==> config.mk <==
export PLATFORM = sky130hd
export DESIGN_NAME = instr_fetch_unit
export DESIGN_NICKNAME = d
export VERILOG_FILES = /design/src/rtl/instr_fetch_unit.sv
export SDC_FILE = /design/constraint.sdc
export NUM_CORES = 1
export LEC_CHECK = 0
export CAP_MARGIN = 0
export CELL_PAD_IN_SITES_DETAIL_PLACEMENT = 1
export CELL_PAD_IN_SITES_GLOBAL_PLACEMENT = 2
export CORE_UTILIZATION = 35
export DETAILED_ROUTE_END_ITERATION = 10
export PLACE_DENSITY_LB_ADDON = 0.1
export SETUP_SLACK_MARGIN = 0.5
export SYNTH_ARGS = -nofsm -noshare
export SYNTH_HDL_FRONTEND = slang
export SYNTH_SLANG_ARGS = --single-unit
==> constraint.sdc <==
create_clock -name clk -period 9.41 [get_ports clk]
set_input_delay 2.3525 -clock clk [delete_from_list [all_inputs] [get_ports clk]]
set_output_delay 2.3525 -clock clk [all_outputs]
set_load 0.02 [all_outputs]
==> src/rtl/instr_fetch_unit.sv <==
`default_nettype none
// ============================================================================
//  Module      : instr_fetch_unit
//  Description : Sequential instruction prefetcher in front of a single-port,
//                combinational-read 32-bit memory. Execute-stage load/store
//                requests take the port first. Taken branches flush the
//                prefetch FIFO and redirect fetch. Out-of-range fetch
//                addresses raise a sticky fault that only a branch or reset
//                clears.
//  Revision    : 1.0  initial release
// ============================================================================
module instr_fetch_unit #(
    parameter logic [31:0] RESET_PC   = 32'h0000_0000,
    parameter int          FIFO_DEPTH = 2,
    parameter int          MEM_BYTES  = 1024
) (
    input  logic        clk,
    input  logic        reset_n,
    output logic [31:0] mem_address,
    output logic        mem_write_en,
    output logic [31:0] mem_write_data,
    input  logic [31:0] mem_read_data,
    input  logic        dreq_valid,
    input  logic        dreq_write,
    input  logic [31:0] dreq_addr,
    input  logic [31:0] dreq_wdata,
    output logic        dreq_ready,
    output logic        dreq_rvalid,
    output logic [31:0] dreq_rdata,
    input  logic        branch_taken,
    input  logic [31:0] branch_target,
    output logic        instr_valid,
    output logic [31:0] instr,
    output logic [31:0] instr_pc,
    input  logic        instr_ready,
    output logic        fetch_fault
);

    localparam int                 c_PTR_W    = (FIFO_DEPTH > 1) ? $clog2(FIFO_DEPTH) : 1;
    localparam int                 c_CNT_W    = $clog2(FIFO_DEPTH + 1);
    localparam logic [c_CNT_W-1:0] c_DEPTH    = c_CNT_W'(FIFO_DEPTH);
    // Highest legal word start is MEM_BYTES-4, so anything >= MEM_BYTES-3 faults.
    localparam logic [31:0]        c_PC_LIMIT = 32'(MEM_BYTES - 3);

    typedef enum logic [0:0] {
        ST_RUN   = 1'b0,
        ST_FAULT = 1'b1
    } state_t;

    state_t               state_q, state_d;
    logic [31:0]          fetch_pc_q, fetch_pc_d;
    logic [c_CNT_W-1:0]   count_q, count_d;
    logic [c_PTR_W-1:0]   rd_ptr_q, rd_ptr_d;
    logic [c_PTR_W-1:0]   wr_ptr_q, wr_ptr_d;
    logic [31:0]          fifo_data_q [FIFO_DEPTH];
    logic [31:0]          fifo_pc_q   [FIFO_DEPTH];
    logic                 instr_valid_q, instr_valid_d;
    logic [31:0]          instr_q, instr_d;
    logic [31:0]          instr_pc_q, instr_pc_d;
    logic                 rvalid_q;
    logic [31:0]          rdata_q;

    logic                 w_pop;
    logic                 w_room;
    logic                 w_fetch_try;
    logic                 w_in_range;
    logic                 w_push;
    logic                 w_fault;
    logic                 w_load;
    logic                 w_head_is_new;
    logic                 w_unused_bits;

    // Only word-aligned branch targets are used; the low bits are dropped.
    assign w_unused_bits = &{1'b0, branch_target[1:0]};

    // ------------------------------------------------------------------
    // Handshake and fetch decision
    // ------------------------------------------------------------------
    // A branch discards the FIFO, so a same-cycle pop must not be counted.
    assign w_pop       = instr_valid_q & instr_ready & ~branch_taken;
    assign w_room      = (count_q < c_DEPTH) | (instr_valid_q & instr_ready);
    assign w_fetch_try = (state_q == ST_RUN) & ~dreq_valid & ~branch_taken & w_room;
    assign w_in_range  = (fetch_pc_q < c_PC_LIMIT);
    assign w_push      = w_fetch_try & w_in_range;
    assign w_fault     = w_fetch_try & ~w_in_range;
    assign w_load      = dreq_valid & ~dreq_write;

    // The new head is the word being fetched now when nothing older remains.
    assign w_head_is_new = (count_q == '0) | (w_pop & (count_q == c_CNT_W'(1)));

    // Memory port mux: data requests win; everything is quiet while in reset.
    always_comb begin
        mem_address    = fetch_pc_q;
        mem_write_en   = 1'b0;
        mem_write_data = 32'h0;
        dreq_ready     = 1'b0;
        if (reset_n && dreq_valid) begin
            mem_address    = dreq_addr;
            mem_write_en   = dreq_write;
            mem_write_data = dreq_wdata;
            dreq_ready     = 1'b1;
        end
    end

    // ------------------------------------------------------------------
    // Fetch state machine
    // ------------------------------------------------------------------
    // Next state: a branch always returns to RUN, an out-of-range fetch parks in FAULT.
    always_comb begin
        state_d = state_q;
        if (branch_taken) begin
            state_d = ST_RUN;
        end else if (w_fault) begin
            state_d = ST_FAULT;
        end
    end

    // State register.
    always_ff @(posedge clk or negedge reset_n) begin
        if (!reset_n) begin
            state_q <= ST_RUN;
        end else begin
            state_q <= state_d;
        end
    end

    // ------------------------------------------------------------------
    // Fetch PC and FIFO bookkeeping
    // ------------------------------------------------------------------
    // Next fetch PC, occupancy and pointers.
    always_comb begin
        fetch_pc_d = fetch_pc_q;
        count_d    = count_q;
        rd_ptr_d   = rd_ptr_q;
        wr_ptr_d   = wr_ptr_q;
        if (branch_taken) begin
            fetch_pc_d = {branch_target[31:2], 2'b00};
            count_d    = '0;
            rd_ptr_d   = '0;
            wr_ptr_d   = '0;
        end else begin
            if (w_push) begin
                fetch_pc_d = fetch_pc_q + 32'd4;
                wr_ptr_d   = wr_ptr_q + c_PTR_W'(1);
            end
            if (w_pop) begin
                rd_ptr_d = rd_ptr_q + c_PTR_W'(1);
            end
            if (w_push && !w_pop) begin
                count_d = count_q + c_CNT_W'(1);
            end else if (!w_push && w_pop) begin
                count_d = count_q - c_CNT_W'(1);
            end
        end
    end

    // Registered head view: either the word just fetched or the next stored entry.
    always_comb begin
        instr_valid_d = 1'b0;
        instr_d       = instr_q;
        instr_pc_d    = instr_pc_q;
        if (!branch_taken && (count_d != '0)) begin
            instr_valid_d = 1'b1;
            if (w_head_is_new) begin
                instr_d    = mem_read_data;
                instr_pc_d = fetch_pc_q;
            end else begin
                instr_d    = fifo_data_q[rd_ptr_d];
                instr_pc_d = fifo_pc_q[rd_ptr_d];
            end
        end
    end

    // Control registers for fetch PC, FIFO pointers and head outputs.
    always_ff @(posedge clk or negedge reset_n) begin
        if (!reset_n) begin
            fetch_pc_q    <= RESET_PC;
            count_q       <= '0;
            rd_ptr_q      <= '0;
            wr_ptr_q      <= '0;
            instr_valid_q <= 1'b0;
            instr_q       <= 32'h0;
            instr_pc_q    <= 32'h0;
        end else begin
            fetch_pc_q    <= fetch_pc_d;
            count_q       <= count_d;
            rd_ptr_q      <= rd_ptr_d;
            wr_ptr_q      <= wr_ptr_d;
            instr_valid_q <= instr_valid_d;
            instr_q       <= instr_d;
            instr_pc_q    <= instr_pc_d;
        end
    end

    // FIFO storage; contents are only meaningful under the count, so no reset.
    always_ff @(posedge clk) begin
        if (w_push) begin
            fifo_data_q[wr_ptr_q] <= mem_read_data;
            fifo_pc_q[wr_ptr_q]   <= fetch_pc_q;
        end
    end

    // ------------------------------------------------------------------
    // Load return path
    // ------------------------------------------------------------------
    // Capture load data at the end of the accepted cycle; rvalid is a single pulse.
    always_ff @(posedge clk or negedge reset_n) begin
        if (!reset_n) begin
            rvalid_q <= 1'b0;
            rdata_q  <= 32'h0;
        end else begin
            rvalid_q <= w_load;
            if (w_load) begin
                rdata_q <= mem_read_data;
            end
        end
    end

    assign instr_valid = instr_valid_q;
    assign instr       = instr_q;
    assign instr_pc    = instr_pc_q;
    assign dreq_rvalid = rvalid_q;
    assign dreq_rdata  = rdata_q;
    // The fault flag is exactly the FAULT state, which is itself a register.
    assign fetch_fault = (state_q == ST_FAULT);

endmodule
`default_nettype wire
* Word-level counts from Yosys, hierarchy flattened
Memories as Yosys holds them, arrays and structs flattened.
Index checks and enable logic that the tools add are counted.
** Storage, ports and cells
- Memory bits (writable) :: 128
- Word-level logic and storage cells :: 67
- Input port bits :: 134
- Register bits :: 135
- Memories :: 2
- Output and inout bits :: 165
** Memory list
- fifo_data_q :: words 2, width 32, read ports 1, clocked after memory_dff 0, write ports 1, RTL line 55 : logic [31:0] fifo_data_q [FIFO_DEPTH];
- fifo_pc_q :: words 2, width 32, read ports 1, clocked after memory_dff 0, write ports 1, RTL line 56 : logic [31:0] fifo_pc_q [FIFO_DEPTH];
** Operators by class
- Bitwise operators :: 16
- Equality and inequality tests :: 1
- $add $sub $neg :: 5
- Reduce and logical (&&, ||, !) cells :: 11
- Muxes and demuxes :: 20
- Magnitude comparators :: 2
** Operator list (number)
- 32-bit 2-to-1 mux :: 6
- 32-bit by 3-bit adder with 32-bit output (second input constant) :: 1
- 32-bit by 10-bit < comparator with 1-bit output (second input constant) :: 1
- 1-bit 2-to-1 mux :: 11
- 1-bit bitwise AND :: 9
- 2-bit 2-to-1 mux :: 3
- 2-bit nonzero test :: 3
- 1-bit inverter :: 5
- 1-bit logical AND :: 4
- 1-bit zero test :: 3
- 1-bit adder (second input constant) :: 2
- 2-bit by 1-bit adder with 2-bit output (second input constant) :: 1
- 2-bit by 1-bit == test with 1-bit output (second input constant) :: 1
- 2-bit zero test :: 1
- 2-bit < comparator (second input constant) :: 1
- 1-bit OR :: 2
- 2-bit by 1-bit subtractor with 2-bit output (second input constant) :: 1

* Depth between registers and ports, before layout
Gate-level depths: netlist (run 1).
- Word-level depth :: 13
- Gate-level depth with buffers :: 8
- Gate-level depth less buffers :: 7

* Worst setup path before layout (run 1)
No wires, ideal clock.
- Path type :: input to register
- Start :: input instr_ready
- End :: memory fifo_data_q[0][0] (enable)
- Slack :: 1.465 ns
- Buffers on the path :: 0
- Stages on the path :: 4
- Data arrival time :: 7.386 ns
- Path through :: nand2_1 a2111oi_4 nand2_1 nor3_1
** On the way
- Longest elaborated chain between the ends :: 6
** RTL lines
- from (decl) :: RTL line 35 : input logic instr_ready,
- 1-bit bitwise AND :: RTL line 81 : assign w_room = (count_q < c_DEPTH) | (instr_valid_q & instr_ready);
- 1-bit OR :: RTL line 81
- 1-bit bitwise AND :: RTL line 82 : assign w_fetch_try = (state_q == ST_RUN) & ~dreq_valid & ~branch_taken & w_room;
- 1-bit bitwise AND :: RTL line 84 : assign w_push = w_fetch_try & w_in_range;
- 1-bit 2-to-1 mux :: RTL line 197 : if (w_push) begin
- 1-bit 2-to-1 mux (implied by the code) :: RTL line 198 : fifo_data_q[wr_ptr_q] <= mem_read_data;
- to (decl) :: RTL line 55
No other way between the ends.

* Worst setup path after layout (run 1)
- Start :: input dreq_valid
- End :: output mem_address[12]
** On the way
- Longest elaborated chain between the ends :: 2
** RTL lines
- from (decl) :: RTL line 23 : input logic dreq_valid,
- 1-bit logical AND :: RTL line 97 : if (reset_n && dreq_valid) begin
- 32-bit 2-to-1 mux :: RTL line 97
- to (decl) :: RTL line 19 : output logic [31:0] mem_address,
No other way between the ends.

==> results of run 1 <==
[synthesized netlist by cell type, drive strengths merged (2+ instances only)]
library cell / n
o311ai: 2
o21ai: 6
nand2b: 2
inv: 4
clkbuf: 35
edfxtp: 124
or3: 3
nor2: 69
dfrtp: 131
nand2: 15
or2: 2
o211ai: 3
ha: 3
and2: 3
mux2: 145
and3: 37
nand3: 5
nand4: 2
xor2: 2
xnor2: 4
nor3: 2
nor4: 4
mux2i: 65
nand3b: 2
a21oi: 63
buf: 15
[per-stage QoR]
stage,area (um^2),hold WS (ns),std cells,worst slack (ns),total power (uW)
3_5_place_dp,14400,0.494,1414,2.33,2470
2_1_floorplan,11100,0.498,763,1.47,1950
4_1_cts,15400,0.507,1467,2.32,3630
5_1_grt,15400,0.522,1467,2.25,3730
6_report,15400,0.504,1467,2.37,3570
3_3_place_gp,14400,0.487,1414,2.34,2450
[power by group through the flow]
| stage | Sequential [uW] | Clock [uW] | Combinational (uW) |
|---|---|---|---|
| 2_1_floorplan | 1650 | 0 | 298 |
| 3_3_place_gp | 1470 | 0 | 982 |
| 3_5_place_dp | 1480 | 0 | 990 |
| 4_1_cts | 1460 | 1170 | 997 |
| 5_1_grt | 1480 | 1210 | 1030 |
| 6_report | 1460 | 1130 | 982 |
[worst max-delay path, cell delays in order]
cell and delay, ns:
clkdlybuf4s50_1 0.45, buf_4 0.32, and2_1 0.19, buf_4 0.38
mux2_2 0.39, clkdlybuf4s50_1 0.55
[cells by family after synthesis]
family	count (synthesis)
simple gates	150
compound gates	83
fa+ha+maj	3
mux	210
xor+xnor	6
buf+inv	54
flops	255
other cells	1
[registers in the layout, summed over array words and instances, names as in the netlist]
name and cells:
fetch_pc_q 30, wr_ptr_q 1, instr_pc 30, dreq_rdata 32, dreq_rvalid 1, fifo_pc_q 60
rd_ptr_q 1, fetch_fault 1, fifo_data_q 64, count_q 2, instr_valid 1, instr 32
[per-layer routing]
metal | vias up | wire length (um) | GRT usage (%)
li1 | 3372 | - | -
met1 | 3609 | 12300 | 22.8
met2 | 189 | 13500 | 29.1
met3 | 39 | 1870 | 4.58
met4 | 2 | 483 | 3.69
met5 | - | 13 | 0
[path summary, 6_finish.rpt]
kind                       cells past startpoint           start               to
setup reg to reg                               6  fetch_pc_q[28]        instr[11]
max in group asynchronous                      2         reset_n   dreq_rdata[31]
setup / recovery                               6      dreq_valid  mem_address[12]
min in group asynchronous                      1         reset_n   fetch_pc_q[13]
hold reg to reg                                1  dreq_rdata[19]   dreq_rdata[19]
hold / removal                                 1  dreq_rdata[19]   dreq_rdata[19]
[cell type report]
type | count | area share, %
clock inverters | 11 | 0.961
inverters | 4 | 0.0977
well taps | 396 | 3.22
repair buffers | 305 | 19.7
clock buffers | 42 | 5.23
multi-input cells | 454 | 25.2
flip-flops and latches | 255 | 45.6
==> flow_summary.toml, run 1 <==
[synthesis]
ys_ff_latch = 255
synthTopCellsByArea = "edfxtp_1 (34%), dfrtp_1 (30%), mux2_2 (8.7%)"
synth_top_family_by_area = "multiplexers"
synthArstFlopShare_pct = 51.4
synth-adder-area-share_pct = 0.339
ys.flop_type = "dfrtp_1"
synth_top_area_cell = "edfxtp_1"
synth_mux_area_share_pct = 22.6
synth_edf_count = 124
synth_top_area_share_pct = 33.6
synth_xor_xnor_area_share_pct = 0.474
ys_warn_count = 0
syn-cell-area_um2 = 11100
synth-simple-area-share_pct = 6.63
syn-instance-count = 762
synth_compound_area_share_pct = 4.34
avgSynthCellArea_um2 = 14.5
seq_area_frac_synth_pct = 63.2
ys_types = 44

[timing]
rsz0062_at_grt = "no"
maxSlewViolCount = 0
relSlewSlack_pct = 31.0
finClkSkew_ns = 0.00975
fmax_mhz = 142
hold_viol = 0
period_minus_slack_ns = 7.04
worst_pin_slew_ns = 1.01
period_share_pct = 74.9
fin_tns_setup_ns = 0
setup_viol = 0

[floorplanning]
die_area_um2 = 32400
die_width_um = 180
die_y_um = 180
ios = 299
rows = 64
start_util_pct = 35.9
core_area_um2 = 30900

[cts]
cts_hold_buf = 0
post_cts_resized = 0
clkSlewWorstSetupHoldPaths_ns = 0.06
cts_buffers = 29
postCtsSetupBuffers = 0
h-tree-depth = 1
cts.sinks = 255
clkLatencyLatePin_ns = 0.53
cts_root_buf = "clkbuf_16"
cts.path.max_buffers = 3
tritoncts = "built"

[place]
place_congestion = 0.715
hpwl_mm = 18.1
portBuffers = 294

[drt]
wl_mm = 28.2
drtIter0Drc = 227
final_antenna_net_count = 0
drc = 18
drtPass1Iterations = 9
wire_per_inst_um = 19.2
via_count = 7211
vias_per_cell = 4.92

[pwr]
max-vdd-ir-drop_v = 0.000121
p_sw_uw = 976
power.density_nw_per_um2 = 232
power_switching_share_pct = 27.3
p_clk_share_pct = 31.7
intPower_uw = 2590
power_frac_comb_pct = 27.5
seqPwrFrac_pct = 40.8
leakage_uw = 0.00576

[cells_and_area]
post-route-util_pct = 49.7
layout_common_cells = "clkdlybuf4s50_1 (292), dfrtp_1 (131), edfxtp_1 (124), mux2_2 (86), nor2_1 (69)"
register_area_um2 = 7000
n_fill_cell = 3066
area.growth.synth_to_final_pct = 38.7
multi_input_area_um2 = 3870
layout_commonest_cell = "clkdlybuf4s50_1"
antenna_cells = 0
final_nets = 1186
drive_gt1_share_pct = 19.2

[global_routing]
antenna_found_initial = 1
grt_pass1_wl_mm = 45.2
first_global_vias = 7763
grt.total_usage_pct = 17.5
grt-ovfl-total = 0
grt_max_degree = 98

[setup_path]
r2r_setup_slack_ns = 5.38
cp-start-kind = "input port"
cp-end-kind = "output port"
cp_max_fo = 39
critPathArrivalTime_ns = 4.69
crit_type = "input port to output port"
worstPathRequired_ns = 7.06

[min_path]
hold_path.class = "flop to flop"

[outcome]
violations = "design-rule violations"
outcome = "finished with violations"

[job]
drv_cap = 0
Power figures use the tool's default switching activity.
==> run 2: changes to the inputs <==
--- a/config.mk
+++ b/config.mk
@@ -8,7 +8,7 @@
 export CAP_MARGIN = 0
 export CELL_PAD_IN_SITES_DETAIL_PLACEMENT = 1
 export CELL_PAD_IN_SITES_GLOBAL_PLACEMENT = 2
-export CORE_UTILIZATION = 35
+export CORE_UTILIZATION = 33
 export DETAILED_ROUTE_END_ITERATION = 10
 export PLACE_DENSITY_LB_ADDON = 0.1
 export SETUP_SLACK_MARGIN = 0.5
==> constraint.sdc (replaced) <==
create_clock -name clk -period 7.3 [get_ports clk]
set_input_delay 1.825 -clock clk [delete_from_list [all_inputs] [get_ports clk]]
set_output_delay 1.825 -clock clk [all_outputs]
set_load 0.02 [all_outputs]
==> run 2 against run 1 <==
The run now ends clean. Via count up 0.65%. Flip-flop and latch count is the same. Worst setup slack worse by 0.96 ns. Die area grew 6.0%. Power grew 32%. Worst hold slack hardly changed. Global-route usage decreased by 0.27 points. Sequential share of layout area fell by 0.60 points. Routed wire length up 4.5%. Core utilization decreased by 2.2 points. Cell count is 3.5% higher. Critical endpoint is now mem_address[13]. Largest power group unchanged.
==> flow_summary.toml, run 2 (synthesis gave the netlist of run 1 again) <==
[global_routing]
grt.total_usage_pct = 17.2
grt_max_degree = 63
grt-ovfl-total = 0
first_global_vias = 7643
grt_pass1_wl_mm = 45.4
antenna_found_initial = 1

[floorplanning]
die_width_um = 185
start_util_pct = 33.8
die_area_um2 = 34300
die_y_um = 185
rows = 66
core_area_um2 = 32800
ios = 299

[job]
drv_cap = 0

[pwr]
p_clk_share_pct = 33.6
power_switching_share_pct = 27.2
seqPwrFrac_pct = 39.7
max-vdd-ir-drop_v = 0.000164
intPower_uw = 3440
power_frac_comb_pct = 26.7
leakage_uw = 0.00583
p_sw_uw = 1280
total_power_uw = 4730
power.density_nw_per_um2 = 303

[place]
hpwl_mm = 19.1
place_congestion = 0.704
portBuffers = 294

[cells_and_area]
drive_gt1_share_pct = 20.3
register_area_um2 = 7000
largest_register_ff_count = 64
post-route-util_pct = 47.5
layout_common_cells = "clkdlybuf4s50_1 (292), dfrtp_1 (131), edfxtp_1 (124), mux2_2 (86), nor2_1 (69)"
area.growth.synth_to_final_pct = 40.6
final_nets = 1189
n_fill_cell = 3343
layout_commonest_cell = "clkdlybuf4s50_1"
multi_input_area_um2 = 3880
regMostFlops = "fifo_data_q"
top_regs = "fifo_data_q: 64 flops, fifo_pc_q: 60 flops"

[setup_path]
cp-end-kind = "output port"
cp-start-kind = "input port"
reg2reg_from = "fetch_pc_q[28]"
cp_max_fo = 26
reg2reg_to = "instr_pc[8]"
reg2reg_depth = 6
r2r_setup_slack_ns = 3.86
max_stage_delay_ns = 0.54
worstPathRequired_ns = 5.48
cp_common_cell = "clkdlybuf4s50_1"
crit_chain = "clkdlybuf4s50_1, and2_1, buf_4, mux2_2, clkdlybuf4s50_1"
critPathArrivalTime_ns = 4.07
cp-endpoint = "mem_address[13]"
critPathLaunch = "dreq_valid"
crit_type = "input port to output port"
worst_path_max_delay_cell = "clkdlybuf4s50_1"

[cts]
post_cts_resized = 0
cts.sinks = 255
cts_root_buf = "clkbuf_16"
h-tree-depth = 1
clkLatencyLatePin_ns = 0.54
tritoncts = "built"
postCtsSetupBuffers = 0
cts_buffers = 29
cts.path.max_buffers = 3
clkSlewWorstSetupHoldPaths_ns = 0.05
cts_hold_buf = 0

[drt]
drtPass1Iterations = 4
drc = 0
final_antenna_net_count = 0
drtIter0Drc = 306
vias_per_cell = 4.78
wire_per_inst_um = 19.4
wl_mm = 29.4
via_count = 7258

[timing]
maxSlewViolCount = 0
period_share_pct = 80.7
finClkSkew_ns = 0.0154
period_minus_slack_ns = 5.89
hold_viol = 0
worst_pin_slew_ns = 0.992
fmax_mhz = 170
rsz0062_at_grt = "no"
relSlewSlack_pct = 33.9
setup_viol = 0
fin_tns_setup_ns = 0

[outcome]
outcome = "completed"

[min_path]
hold_path.class = "flop to flop"
==> run 2: cell count changes in the layout (fill, tap and decap cells not counted), moves of 2 or more <==
cell / change
clkbuf_1: -9
buf_4: +2
bufinv_16: +2
clkinv_2: +2
==> run 2: worst max-delay path, delay by kind of cell <==
family	cells	cell delay, ns
buffers and inverters	3	1.46
muxes	1	0.39
and+or+nand+nor	1	0.37
==> run 2: per-layer routing <==
metal | vias up | track usage, % | wire length (um)
met2 | 181 | 28.9 | 14200
met1 | 3669 | 22.4 | 13000
li1 | 3374 | - | -
met5 | - | 0 | 0
met3 | 34 | 4.17 | 1750
met4 | 0 | 3.74 | 502
==> run 2: layout make-up <==
| cell class | count | share of cell area, % |
|---|---|---|
| clock inverter | 19 | 1.58 |
| inverter | 4 | 0.0964 |
| multi-input combinational | 454 | 24.9 |
| clock buffer | 35 | 5.20 |
| timing repair buffer | 308 | 19.7 |
| sequential | 255 | 45.0 |
| tap | 442 | 3.55 |
| antenna | 1 | 0.0161 |
==> run 2: stage by stage <==
stage / cells / worst slack (ns) / hold slack (ns) / instance area [um^2]
floorplan: 763 / 1.77 / 0.498 / 11100
global placement: 1463 / 1.35 / 0.486 / 14500
detailed placement: 1463 / 1.36 / 0.493 / 14500
CTS: 1517 / 1.35 / 0.506 / 15600
global route: 1517 / 1.31 / 0.515 / 15600
finish: 1518 / 1.41 / 0.504 / 15600
==> run 2: worst min path at each step <==
| stage | startpoint | end | slack, ns | depth (start not counted) |
|---|---|---|---|---|
| floorplan | fetch_pc_q[12] | fifo_pc_q[0][12] | 0.50 | 0 |
| global placement | dreq_rdata[1] | dreq_rdata[1] | 0.49 | 1 |
| detailed placement | instr_pc[18] | instr_pc[18] | 0.49 | 1 |
| CTS | dreq_rdata[31] | dreq_rdata[31] | 0.51 | 1 |
| global route | dreq_rdata[14] | dreq_rdata[14] | 0.52 | 1 |
| finish | dreq_rdata[30] | dreq_rdata[30] | 0.50 | 1 |
==> run 2: power by group through the flow <==
stage	Sequential (uW)	Clock [uW]	Combinational, uW
floorplan	2130	0	384
global placement	1900	0	1270
detailed placement	1900	0	1280
CTS	1880	1640	1280
global route	1910	1680	1340
finish	1880	1590	1260
==> run 3: changes to the inputs <==
==> constraint.sdc (replaced) <==
create_clock -name clk -period 6 [get_ports clk]
set_input_delay 1.5 -clock clk [delete_from_list [all_inputs] [get_ports clk]]
set_output_delay 1.5 -clock clk [all_outputs]
set_load 0.02 [all_outputs]
==> run 3 against run 2 <==
First-iteration DRC count shrank 32%. Clock-buffer cell count rose by 5. Cell area decreased by 0.49%. Critical path depth stayed put. Combinational power rose by 21%. Sequential power is 22% higher. Flip-flop and latch count unchanged. Routed wire length down 0.43%. Register-to-register slack lost 1.3 ns. Sequential share of layout area is 0.22 points higher. Via count down 0.94%. Critical path type unchanged. Largest cell class unchanged.
==> flow_summary.toml, run 3 (synthesis gave the netlist of run 1 again) <==
[outcome]
outcome = "completed"

[global_routing]
grt.total_usage_pct = 17.2
antenna_found_initial = 1
grt_max_degree = 79
grt-ovfl-total = 0
first_global_vias = 7712
grt_pass1_wl_mm = 45.3

[cells_and_area]
area.growth.synth_to_final_pct = 39.9
layout_common_cells = "clkdlybuf4s50_1 (292), dfrtp_1 (131), edfxtp_1 (124), mux2_2 (86), nor2_1 (69)"
final_nets = 1189
drive_gt1_share_pct = 20.2
top_regs = "fifo_data_q: 64 flops, fifo_pc_q: 60 flops"
largest_register_ff_count = 64
n_fill_cell = 3347
layout_commonest_cell = "clkdlybuf4s50_1"
layout.cells.non_filler = 1518
regMostFlops = "fifo_data_q"

[cts]
cts.sinks = 255
cts_hold_buf = 0
clkLatencyLatePin_ns = 0.54
post_cts_resized = 0
cts.path.max_buffers = 3
cts_root_buf = "clkbuf_16"
postCtsSetupBuffers = 0
tritoncts = "built"
clkSlewWorstSetupHoldPaths_ns = 0.06
cts_buffers = 29
h-tree-depth = 1

[setup_path]
cp-end-kind = "output port"
cp-start-kind = "input port"
worstPathRequired_ns = 4.50
crit_type = "input port to output port"
cp_common_cell = "clkdlybuf4s50_1"
critPathTopFamily = "buffers and inverters"
reg2reg_from = "fetch_pc_q[28]"
worst_path_max_delay_cell = "clkdlybuf4s50_1"
max_stage_delay_ns = 0.57
crit_chain = "clkdlybuf4s50_1, and2_1, buf_4, mux2_2, clkdlybuf4s50_1"
crit_buf_inv = 3
reg2reg_to = "instr_pc[16]"
critPathArrivalTime_ns = 3.48
cp_max_fo = 31
reg2reg_depth = 6
r2r_setup_slack_ns = 2.59

[timing]
period_minus_slack_ns = 4.98
fmax_mhz = 201
setup_viol = 0
hold_viol = 0
rsz0062_at_grt = "no"
finClkSkew_ns = 0.00963
hold-worst-slack_ns = 0.504
relSlewSlack_pct = 38.1
fin_tns_setup_ns = 0
worst_pin_slew_ns = 0.928
finalWorstSetupSlack_ns = 1.02
maxSlewViolCount = 0
period_share_pct = 82.9

[floorplanning]
die_area_um2 = 34300
die_y_um = 185
core_area_um2 = 32800
die_width_um = 185
rows = 66
start_util_pct = 33.8
ios = 299

[drt]
wire_per_inst_um = 19.3
drtIter0Drc = 208
final_antenna_net_count = 0
drc = 0
vias_per_cell = 4.74
via_count = 7190
wl_mm = 29.3
drtPass1Iterations = 4

[min_path]
min_from = "dreq_rdata[17]"
hold_path.class = "flop to flop"
whs_path_depth = 1
hold_end = "dreq_rdata[17]"

[place]
dp_cells = 1463
place_ws_ns = 0.998
portBuffers = 294
hpwl_mm = 18.8
place_congestion = 0.694

[pwr]
max-vdd-ir-drop_v = 0.000235
total_power_uw = 5610
power.density_nw_per_um2 = 362
leakage_uw = 0.00580

[job]
drv_cap = 0
run 3: cell count changes in the layout (fill, tap and decap cells not counted), sizes merged:
cell    previous run  this run
clkbuf            35        40
bufinv             6         3
clkinv            11         9
run 3: metrics by stage:
stage	instance area [um^2]	utilization (%)
final	15500	47.3
after global routing	15500	47.3
after CTS	15500	47.3
after detailed placement	14500	44.3
after global placement	14500	44.3
after floorplan	11100	-
run 3: how the worst max path moves through the flow:
stage	from	endpoint	depth (start not counted)
finish	dreq_valid	mem_address[3]	5
global route	dreq_valid	mem_address[3]	5
CTS	dreq_valid	mem_address[3]	5
detailed placement	dreq_valid	mem_address[3]	5
global placement	dreq_valid	mem_address[3]	5
floorplan	instr_ready	fifo_data_q[0][0]	4
run 3: worst register-to-register path, stage by stage, from the launching register on:
cell and delay (ns):
dfrtp_1 0.47, or4_4 0.59, a2111oi_4 0.51, and2_1 0.48
mux2i_4 0.34, buf_4 0.53, mux2_4 0.37
run 3: layout make-up:
type,count,area [um^2],share of cell area [%]
Antenna cell,1,2.50,0.0161
Clock buffer,40,818,5.28
Clock inverter,14,149,0.961
Inverter,4,15.0,0.0969
Multi-Input combinational cell,454,3880,25.0
Sequential cell,255,7000,45.2
Tap cell,442,553,3.57
Timing Repair Buffer,308,3080,19.9
run 3: power breakdown:
part           total [uW]  switching (uW)  leakage (uW)  internal (uW)
sequential           2290             179       0.00269           2110
combinational        1530             666       0.00263            869
clock                1790             707      0.000477           1080
total                5610            1550       0.00580           4050
run 3: per-layer routing:
metal | wire length [um] | GRT usage (%) | part of all wire, %
met1 | 13000 | 22.4 | 45
met2 | 14200 | 28.9 | 48
met3 | 1600 | 3.83 | 5.5
met4 | 503 | 3.67 | 1.7
met5 | 0 | 0 | 0
